<file path="config.mk">
export PLATFORM = sky130hd
export DESIGN_NAME = sd_vhd_arbiter
export DESIGN_NICKNAME = d
export VERILOG_FILES = /design/src/rtl/sd_vhd_arbiter.sv
export SDC_FILE = /design/constraint.sdc
export NUM_CORES = 1
export LEC_CHECK = 0
export ABC_AREA = 1
export BUFFER_PORTS_ARGS = -buffer_cell sky130_fd_sc_hd__buf_2
export CAP_MARGIN = 10
export CORE_MARGIN = 5
export CORE_UTILIZATION = 50
export CTS_CLUSTER_SIZE = 24
export DETAILED_ROUTE_END_ITERATION = 7
export PLACE_DENSITY_LB_ADDON = 0.12
export SYNTH_ARGS = -nofsm -noshare
export SYNTH_HDL_FRONTEND = slang
export SYNTH_SLANG_ARGS = --single-unit
</file>
<file path="constraint.sdc">
create_clock -name clk_sys -period 2.4 [get_ports clk_sys]
set_input_delay 0.12 -clock clk_sys [delete_from_list [all_inputs] [get_ports clk_sys]]
set_output_delay 0.12 -clock clk_sys [all_outputs]
set_load 0.02 [all_outputs]
</file>
<file path="src/rtl/sd_vhd_arbiter.sv">
// Registered round-robin arbiter sharing the HPS block-transfer channel
// between the two virtual SD-card images. One transaction is in flight at
// a time, the LBA is captured at grant, and a watchdog recovers lost acks.
module sd_vhd_arbiter #(
    parameter int unsigned TIMEOUT = 28000000,
    parameter int unsigned LBA_W   = 32
) (
    input  logic             clk_sys,
    input  logic             reset_n,
    input  logic [1:0]       c_rd,
    input  logic [1:0]       c_wr,
    input  logic [LBA_W-1:0] c_lba0,
    input  logic [LBA_W-1:0] c_lba1,
    input  logic [15:0]      c_din0,
    input  logic [15:0]      c_din1,
    output logic [1:0]       c_ack,
    output logic [LBA_W-1:0] sd_lba,
    output logic [1:0]       sd_rd,
    output logic [1:0]       sd_wr,
    input  logic [1:0]       sd_ack,
    output logic [15:0]      sd_buff_din,
    output logic             busy,
    output logic             grant,
    output logic             timeout_err
);

    localparam int unsigned CW = (TIMEOUT > 1) ? $clog2(TIMEOUT) : 1;

    typedef enum logic [1:0] {
        S_IDLE,
        S_REQ,
        S_XFER,
        S_GAP
    } state_t;

    state_t           r_state;
    logic             r_grant;
    logic             r_prio;
    logic             r_busy;
    logic             r_tout;
    logic             r_upd_prio;
    logic [1:0]       r_rd;
    logic [1:0]       r_wr;
    logic [LBA_W-1:0] r_lba;
    logic [CW-1:0]    r_cnt;

    logic [1:0]       w_pend;
    logic             w_sel;
    logic [1:0]       w_sel_hot;
    logic             w_sel_wr;
    logic [LBA_W-1:0] w_sel_lba;
    logic             w_pend_g;
    logic             w_ack_g;
    logic             w_last;

    // Channel selection and per-grant status, evaluated every cycle
    always_comb begin
        w_pend    = c_rd | c_wr;
        w_sel     = (&w_pend) ? r_prio : w_pend[1];
        w_sel_hot = w_sel ? 2'b10 : 2'b01;
        w_sel_wr  = c_wr[w_sel];
        w_sel_lba = w_sel ? c_lba1 : c_lba0;
        w_pend_g  = w_pend[r_grant];
        w_ack_g   = sd_ack[r_grant];
        w_last    = (r_cnt == CW'(TIMEOUT - 1));
    end

    // Transaction FSM with registered host-side outputs and watchdog
    always_ff @(posedge clk_sys or negedge reset_n) begin
        if (!reset_n) begin
            r_state    <= S_IDLE;
            r_grant    <= 1'b0;
            r_prio     <= 1'b0;
            r_busy     <= 1'b0;
            r_tout     <= 1'b0;
            r_upd_prio <= 1'b0;
            r_rd       <= '0;
            r_wr       <= '0;
            r_lba      <= '0;
            r_cnt      <= '0;
        end else begin
            r_tout <= 1'b0;
            case (r_state)
                S_IDLE: begin
                    if (|w_pend) begin
                        r_grant    <= w_sel;
                        r_lba      <= w_sel_lba;
                        r_rd       <= w_sel_wr ? 2'b00 : w_sel_hot;
                        r_wr       <= w_sel_wr ? w_sel_hot : 2'b00;
                        r_busy     <= 1'b1;
                        r_cnt      <= '0;
                        r_upd_prio <= 1'b1;
                        r_state    <= S_REQ;
                    end
                end
                S_REQ: begin
                    // A watchdog expiry outranks an ack arriving on the same
                    // cycle so the counter can never wrap past TIMEOUT-1.
                    if (w_ack_g && !w_last) begin
                        r_rd    <= '0;
                        r_wr    <= '0;
                        r_cnt   <= r_cnt + 1'b1;
                        r_state <= S_XFER;
                    end else if (!w_pend_g) begin
                        r_rd       <= '0;
                        r_wr       <= '0;
                        r_upd_prio <= 1'b0;
                        r_state    <= S_GAP;
                    end else if (w_last) begin
                        r_rd    <= '0;
                        r_wr    <= '0;
                        r_tout  <= 1'b1;
                        r_state <= S_GAP;
                    end else begin
                        r_cnt <= r_cnt + 1'b1;
                    end
                end
                S_XFER: begin
                    if (!w_ack_g) begin
                        r_state <= S_GAP;
                    end else if (w_last) begin
                        r_tout  <= 1'b1;
                        r_state <= S_GAP;
                    end else begin
                        r_cnt <= r_cnt + 1'b1;
                    end
                end
                S_GAP: begin
                    r_busy <= 1'b0;
                    if (r_upd_prio) begin
                        r_prio <= ~r_grant;
                    end
                    r_state <= S_IDLE;
                end
                default: r_state <= S_IDLE;
            endcase
        end
    end

    // Ack forwarding and data routing follow the current grant
    always_comb begin
        c_ack       = sd_ack & {2{r_busy}} & (r_grant ? 2'b10 : 2'b01);
        sd_buff_din = r_grant ? c_din1 : c_din0;
        sd_lba      = r_lba;
        sd_rd       = r_rd;
        sd_wr       = r_wr;
        busy        = r_busy;
        grant       = r_grant;
        timeout_err = r_tout;
    end

endmodule
</file>
==> flow_metrics.tcl, run 1 <==
set metrics [dict create \
    vias_per_cell 5.39 \
    synth-seq-cells 68 \
    track_usage_pct 26.7 \
    final_nets 884 \
    fmax_mhz 497 \
    seq_area_frac_synth_pct 39.8 \
    cts_tree "yes" \
    drt-total-wl_mm 13.8 \
    cts_buffers 9 \
    die_h_um 102 \
    cp-startpoint "r_state[0]" \
    syn_area_um2 4270 \
    min_from "c_lba1[25]" \
    wl_per_cell_um 15.7 \
    worst_setup_path_end_kind "register" \
    cts_setup_buffers 0 \
    finalSetupViolations 0 \
    drv_slew 0 \
    synthArstFlopShare_pct 100 \
    max_slew_margin_pct 52.3 \
    clock_skew_ps 18.4 \
    finalCritPeriodShare_pct 83.9 \
    min_path_type "in2reg" \
    cts_root_buf "clkbuf_8" \
    cts.sinks 68 \
    area_delta_synth_final_pct 28.8 \
    crit_path_cell_trace "inv_1, ha_1, inv_1, nor2_1, nor3_4, buf_4, o311ai_0, nand2_1, nand2_1, inv_1" \
    htreeDepth 3 \
    syn_avg_cell_area_um2 6.98 \
    overflow 0 \
    fin_crit_ps 2010 \
    required_ps 2700 \
    startpoint_type "register" \
    cts_hold_buffers 6 \
    gp_congestion 0.941 \
    initial_core_util_pct 51.7 \
    drv_cap 0 \
    diodes 0 \
    die_w_um 102 \
    core_um2 8260 \
    crit_arrival_ps 2310 \
    status "finished clean" \
    synth_ff_type "dfrtp_1" \
    clk_pin_slew_ps 90 \
    syn_nets 723 \
    clk_path_buf_depth 2 \
    io_buffers 160 \
    hpwl_mm 10.3 \
    crit_slowest_cell "dfrtp_1" \
    antenna_found_initial 0 \
    slowest_delay_ps 400 \
    grt_start_max_net_pins 40 \
    ant_nets 0 \
    yosysWarningCount 0 \
    synthDistinctLibCells 36 \
    drtIter0Drc 245 \
    cpMostUsedCell "inv_1" \
    die_area_um2 10500 \
    io_pins 161 \
    r2r-start "r_state[0]" \
    grt_pass1_vias 4677 \
    final.setup.tns_ps 0 \
    synth_edf_count 0 \
    crit_fanout 22 \
    rows 33 \
    rsz0062_at_grt "false" \
    worstSkewPairLatency_ps 350 \
    worst_slew_pin_slew_ps 716 \
    cts_resized 0 \
    power_leakage_nw 2.90 \
    ir_drop_v 0.000790 \
    utilization_pct 66.6 \
    drc 0 \
    hold_viol 0 \
    worstSetupPathType "reg2reg" \
    dr.pass1.iters 5 \
    vias 4753 \
    syn_inst 612 \
    grt_pass1_wl_mm 22.1 \
    p_per_area_nw_per_um2 1140 \
    drive_above_1_share_pct 27.5 \
]
-- cells by family after synthesis --
family | count (synthesis) | synth area share, %
flops | 68 | 39.8
buf+inv | 74 | 7.00
simple gates | 353 | 35.9
xor+xnor | 11 | 2.26
compound gates | 99 | 12.9
fa+ha+maj | 7 | 2.05
-- final cells by class --
class                           instances  area, um^2
Clock inverter                          6         138
Tap cell                              105         131
Multi-Input combinational cell        470        2270
Timing Repair Buffer                  178         963
Inverter                               46         173
Sequential cell                        68        1700
Clock buffer                            9         124
Fill cell                             726        2760
-- power by group --
group / switching [mW] / total, mW / internal (mW)
logic: 2.22 / 3.22 / 0.994
clock network: 0.472 / 1.27 / 0.794
registers: 0.248 / 1.76 / 1.52
total: 2.94 / 6.25 / 3.30
-- placed cells by master, fill, tap and decap left out, drive strengths merged, types with 2 or more instances in the layout --
master	netlist	layout
nor4	2	2
nand3	28	28
o21ai	43	43
inv	45	45
nand2	215	215
xor2	9	9
dlygate4sd3	0	6
nand3b	2	2
xnor2	2	2
nor2	75	75
buf	11	172
clkbuf	17	9
nand4	23	23
bufinv	0	4
clkinv	1	3
dfrtp	68	68
o211ai	3	3
ha	7	7
nor3	8	8
a21oi	48	48
-- metrics by stage --
step           instances  instance area [um^2]  hold slack, ps  worst slack (ps)  power [mW]
4_1_cts              882                  5500           0.383               384        6.26
6_report             882                  5500            13.4               387        6.25
3_3_place_gp         861                  5180             204               510        4.88
5_1_grt              882                  5500            3.30               151        6.69
2_1_floorplan        612                  4270            -176               662        3.89
3_5_place_dp         861                  5180             210               390        4.97
-- synthesized netlist by cell type, types with 2 or more instances --
library cell | n | area [um^2]
xor2_1 | 9 | 78.8
inv_1 | 42 | 158
dfrtp_1 | 68 | 1700
o21ai_1 | 3 | 15.0
nand2_4 | 4 | 45.0
nand3b_1 | 2 | 15.0
o211ai_1 | 3 | 22.5
o21ai_2 | 8 | 70.1
ha_1 | 7 | 87.6
a21oi_1 | 48 | 240
o21ai_0 | 32 | 160
nor2_1 | 71 | 267
inv_2 | 3 | 11.3
buf_2 | 8 | 40.0
nand4_1 | 23 | 144
nand2_2 | 4 | 25.0
nor4_1 | 2 | 12.5
nand2_1 | 207 | 777
xnor2_1 | 2 | 17.5
nor2_4 | 3 | 33.8
clkbuf_1 | 17 | 63.8
nor3_1 | 7 | 35.0
nand3_1 | 26 | 130
-- metal layers --
metal  vias up  track usage [%]  routed length (um)  part of all wire, %
li1       2298                -                   -                    -
met2       221             45.4                6950                   50
met1      2205             33.2                5420                   39
met4         0             8.38                 289                  2.1
met3        29             7.10                1200                  8.7
met5         -                0                   0                    0
-- sequential cells by signal, summed over array words and instances (netlist names) --
signal	flops
r_cnt	25
busy	1
r_upd_prio	1
sd_wr	2
sd_rd	2
r_state	2
sd_lba	32
timeout_err	1
grant	1
r_prio	1
-- critical path, delay by kind of cell, from the launching register on --
family                     cells  cell delay [ps]
buffers and inverters          4              620
and+or+nand+nor                4              490
DFF                            1              400
adders and majority gates      1              260
AOI/OAI and AO/OA              1              230
-- path summary, 6_finish.rpt --
| kind | to | slack, ps | depth (start not counted) |
|---|---|---|---|
| worst max register to register | r_cnt[0] | 390 | 10 |
| worst min register to register | sd_lba[19] | 490 | 2 |
| min in group asynchronous | sd_wr[0] | 370 | 2 |
| worst min-delay path | sd_lba[25] | 10 | 3 |
| max in group asynchronous | sd_lba[6] | 1350 | 3 |
| worst max-delay path | r_cnt[0] | 390 | 10 |
(Power assumes the default switching activity.)
==> inputs of run 2 (changes only) <==
CORE_UTILIZATION = 45   (was 50)
clock period = 1.8 ns   (was 2.4 ns; I/O delays follow)
==> run 2 against run 1 <==
Net effect:
- fmax increased by 17%
- clock skew fell by 7.3 ps
- final area up 10%
- hold slack better by 6.2 ps
- register-to-register slack worse by 300 ps
- critical endpoint is now r_cnt[6]
- routed wire length grew 4.6%
- sequential share of layout area is 2.9 points lower
- global-route usage is 1.6 points lower
- final cell count grew 9.0%
- largest power group unchanged
- via count increased by 2.8%
==> flow_metrics.tcl, run 2 (same netlist as run 1, synthesis figures left out) <==
set metrics [dict create \
    r2r-start "r_cnt[1]" \
    rows 35 \
    wl_per_cell_um 15.1 \
    fmax_mhz 583 \
    layout_common_cells "205 x nand2_1, 161 x buf_2, 68 x nor2_1, 68 x dfrtp_1, 47 x a21oi_1" \
    min_path_type "in2reg" \
    startpoint_type "register" \
    drt-total-wl_mm 14.5 \
    track_usage_pct 25.1 \
    cts.sinks 68 \
    grt_start_max_net_pins 69 \
    status "finished clean" \
    worst_setup_path_end_kind "register" \
    largest_register_ffs 32 \
    final_common_cell "nand2_1" \
    gp_congestion 0.932 \
    rrSetupSlack_ps 90 \
    drc 0 \
    holdPathStages 3 \
    num-fill-cells 801 \
    hpwl_mm 10.5 \
    vias_per_cell 5.08 \
    multi_input_area_um2 2310 \
    finalCritPeriodShare_pct 95.3 \
    die_h_um 107 \
    power_leakage_nw 3.16 \
    hold_viol 0 \
    die_w_um 107 \
    area.sequential_um2 1700 \
    crit_arrival_ps 1960 \
    worst_slew_pin_slew_ps 404 \
    ir_drop_v 0.000831 \
    whs_ps 19.6 \
    vias 4886 \
    ant_nets 0 \
    clk_pin_slew_ps 80 \
    cts_root_buf "clkbuf_8" \
    cts_tree "yes" \
    max_slew_margin_pct 73.1 \
    worstSkewPairLatency_ps 350 \
    utilization_pct 65.7 \
    drv_slew 0 \
    clk_path_buf_depth 2 \
    overflow 0 \
    dr.pass1.iters 6 \
    drv_cap 0 \
    clock_skew_ps 11.2 \
    finalSetupViolations 0 \
    io_pins 161 \
    initial_core_util_pct 46.2 \
    core_um2 9240 \
    crit_fanout 21 \
    grt_pass1_wl_mm 23.3 \
    grt_pass1_vias 4876 \
    whs_endpoint "sd_lba[31]" \
    io_buffers 160 \
    p_per_area_nw_per_um2 1430 \
    min_from "c_lba0[31]" \
    power_mw 8.68 \
    htreeDepth 3 \
    drtIter0Drc 235 \
    die_area_um2 11500 \
    drive_above_1_share_pct 31.3 \
    reg2reg_depth 11 \
    diodes 0 \
    worstSetupPathType "reg2reg" \
    required_ps 2040 \
    area_delta_synth_final_pct 42.2 \
    final_nets 939 \
    antenna_found_initial 0 \
    r2r-end "r_cnt[6]" \
    cts_buffers 9 \
    fin_crit_ps 1710 \
]
run 2: how the worst max path moves through the flow:
| stage | from | endpoint | slack [ps] |
|---|---|---|---|
| final | r_cnt[1] | r_cnt[6] | 90 |
| after global routing | r_cnt[1] | r_cnt[24] | -20 |
| after CTS | r_cnt[1] | r_cnt[18] | 20 |
| after detailed placement | r_cnt[1] | r_cnt[18] | -70 |
| after global placement | r_cnt[1] | r_cnt[18] | -10 |
| after floorplan | r_state[1] | r_cnt[0] | 60 |
run 2: critical path: stages, from the launching register on:
cell and delay (ps):
dfrtp_1 380, ha_2 210, inv_2 40, nor2_4 110
nand2_4 90, nor2_4 140, nand2_4 100, nand2_4 90
nand3_4 110, buf_12 180, nand4_1 90, o21ai_2 60
run 2: what timing repair did:
| item | CTS | global route |
|---|---|---|
| setup endpoints to repair | 2 | 29 |
| hold buffers | 26 | 0 |
| pin swaps | 0 | 7 |
| cloned | 0 | 1 |
| gates resized for setup | 1 | 25 |
| endpoints found under the hold margin | 93 | 0 |
| buffers inserted | 0 | 5 |
run 2: area by class of cell:
cell class	count	area share [%]
Timing Repair Buffer	233	24.7
Sequential cell	68	28.0
Inverter	46	2.97
Multi-Input combinational cell	470	38.1
Tap cell	129	2.66
Clock inverter	6	1.48
Clock buffer	9	2.04
run 2: where the power goes:
group | total, mW | switching (mW) | internal, mW
combinational | 4.95 | 3.19 | 1.76
sequential | 2.32 | 0.293 | 2.02
clock | 1.41 | 0.636 | 0.775
run 2: through the flow:
| step | worst slack (ps) | std cells | area, um^2 | setup TNS [ps] |
|---|---|---|---|---|
| after detailed placement | -70.2 | 914 | 5460 | -106 |
| after global placement | -10.6 | 914 | 5460 | -10.6 |
| after CTS | 20.4 | 955 | 5940 | 0 |
| after global routing | -19.7 | 961 | 6070 | -165 |
| after floorplan | 62.1 | 612 | 4270 | 0 |
| final | 85.0 | 961 | 6070 | 0 |
run 2: per-layer routing:
metal	global-route usage [%]	up-vias	part of all wire, %
li1	-	2409	-
met1	30.0	2247	39
met2	43.3	191	50
met3	6.06	39	7.2
met4	10.2	0	3.3
met5	0	-	0
==> inputs of run 3 (changes only) <==
CORE_ASPECT_RATIO = 0.8   (was not set)
==> run 3 against run 2 <==
Net effect:
- critical endpoint is now r_cnt[4]
- critical path type unchanged
- highest routed layer unchanged
- routed wire length fell by 4.5%
- clock-buffer cell count did not move
- final area fell by 1.8%
- setup slack got worse by 63 ps
- non-clock buffer count fell by 22
- combinational power fell by 0.8%
- final cell count fell by 3.6%
- sequential power barely moved
==> flow_metrics.tcl, run 3 (same netlist as run 1, synthesis figures left out) <==
set metrics [dict create \
    post-place-cells 896 \
    worstSkewPairLatency_ps 330 \
    drv_cap 0 \
    clk_pin_slew_ps 60 \
    grt_start_max_net_pins 69 \
    r2r-start "r_cnt[1]" \
    startpoint_type "register" \
    finalSetupViolations 0 \
    cts_root_buf "clkbuf_16" \
    rrSetupSlack_ps 20 \
    num-fill-cells 806 \
    final.setup.tns_ps 0 \
    die_w_um 119 \
    io_buffers 160 \
    core_um2 9150 \
    track_usage_pct 23.2 \
    final_common_cell "nand2_1" \
    finalWorstSetupSlack_ps 21.9 \
    drv_slew 0 \
    cts_tree "yes" \
    io_pins 161 \
    stdcell_count 926 \
    max_slew_margin_pct 70.2 \
    ir_drop_v 0.000721 \
    drtIter0Drc 287 \
    gr-usage-met2_pct 39.4 \
    met1_usage_pct 29.6 \
    area_delta_synth_final_pct 39.7 \
    largest_register_ffs 32 \
    grt_pass1_vias 4635 \
    utilization_pct 65.2 \
    finalCritPeriodShare_pct 98.8 \
    whs_ps 5.20 \
    worst_setup_path_end_kind "register" \
    min_path_type "in2reg" \
    worstSetupPathType "reg2reg" \
    placed_cell_area_um2 5420 \
    die_h_um 97.1 \
    final_nets 917 \
    place_ws_ps 15.4 \
    crit_fanout 8 \
    p_per_area_nw_per_um2 1530 \
    power_leakage_nw 3.13 \
    clk_path_buf_depth 2 \
    vias_per_cell 5.18 \
    gp_congestion 0.878 \
    overflow 0 \
    drt-total-wl_mm 13.8 \
    fin_crit_ps 1780 \
    diodes 0 \
    crit_arrival_ps 2050 \
    dr.pass1.iters 5 \
    grt_pass1_wl_mm 22.3 \
    clock_skew_ps 7.12 \
    design_area_um2 5970 \
    ant_nets 0 \
    antenna_found_initial 0 \
    status "finished clean" \
    rows 31 \
    reg2reg_depth 12 \
    drc 0 \
    power_mw 9.13 \
    layout_common_cells "193 x nand2_1, 160 x buf_2, 70 x nor2_1" \
    rsz0062_at_grt "true" \
    hold_viol 0 \
    required_ps 2070 \
    crit_end "r_cnt[4]" \
    htreeDepth 3 \
    vias 4796 \
    fmax_mhz 562 \
    wl_per_cell_um 14.9 \
    worst_slew_pin_slew_ps 442 \
    cp-startpoint "r_cnt[1]" \
    grt_util_met3_pct 5.70 \
    die_area_um2 11600 \
    initial_core_util_pct 46.7 \
    busiest_layer "met2" \
    hpwl_mm 9.95 \
    cts_buffers 9 \
    drive_above_1_share_pct 32.7 \
    cts.sinks 68 \
    r2r-end "r_cnt[4]" \
]
## run 3: changes by cell type in the layout (fill, tap and decap cells not counted), sizes merged
cell         delta
clkbuf          +1
dlygate4sd3    -17
inv             +1
buf             -6
## run 3: routing by layer
layer	up-vias	part of all wire, %
met4	0	1.7
met5	-	0
li1	2371	-
met1	2192	42
met2	207	48
met3	26	8.5
## run 3: how the worst min path moves through the flow
stage / end / startpoint / depth (start not counted) / slack, ps
floorplan: busy / reset_n / 0 / -210
global placement: r_cnt[16] / reset_n / 2 / 140
detailed placement: r_cnt[22] / reset_n / 2 / 140
CTS: sd_lba[4] / c_lba1[4] / 3 / 0.8
global route: sd_lba[31] / c_lba1[31] / 3 / 20
finish: sd_lba[3] / c_lba1[3] / 3 / 5
## run 3: power by group
group	internal [mW]	switching, mW	total (mW)	leakage (nW)
sequential	2.02	0.275	2.30	0.852
combinational	1.72	3.19	4.91	2.12
clock	1.22	0.704	1.92	0.156
total	4.97	4.17	9.13	3.13
## run 3: layout make-up
class	instances	area, um^2	area share (%)
repair buffers	211	1280	21.5
multi-input cells	470	2340	39.2
well taps	115	144	2.41
flip-flops and latches	68	1700	28.5
clock inverters	7	98.8	1.66
clock buffers	9	225	3.77
inverters	46	175	2.94
## run 3: worst max-delay path, stage by stage (launching register included)
cell and delay [ps]:
dfrtp_1 390, ha_2 220, inv_2 50, nor2_4 150, nand2_4 100, nor2_4 140, nand2_4 80, nand2_4 80
nand3_4 90, nand2_4 120, clkbuf_16 170, nand2_1 50, nand2_1 60
## run 3: repair_timing
item	CTS	global route
gates resized for setup	1	27
gates cloned	0	1
pin swaps	0	12
buffers inserted	0	4
hold endpoints to repair	76	0
hold buffers	9	0
setup endpoints to repair	1	30
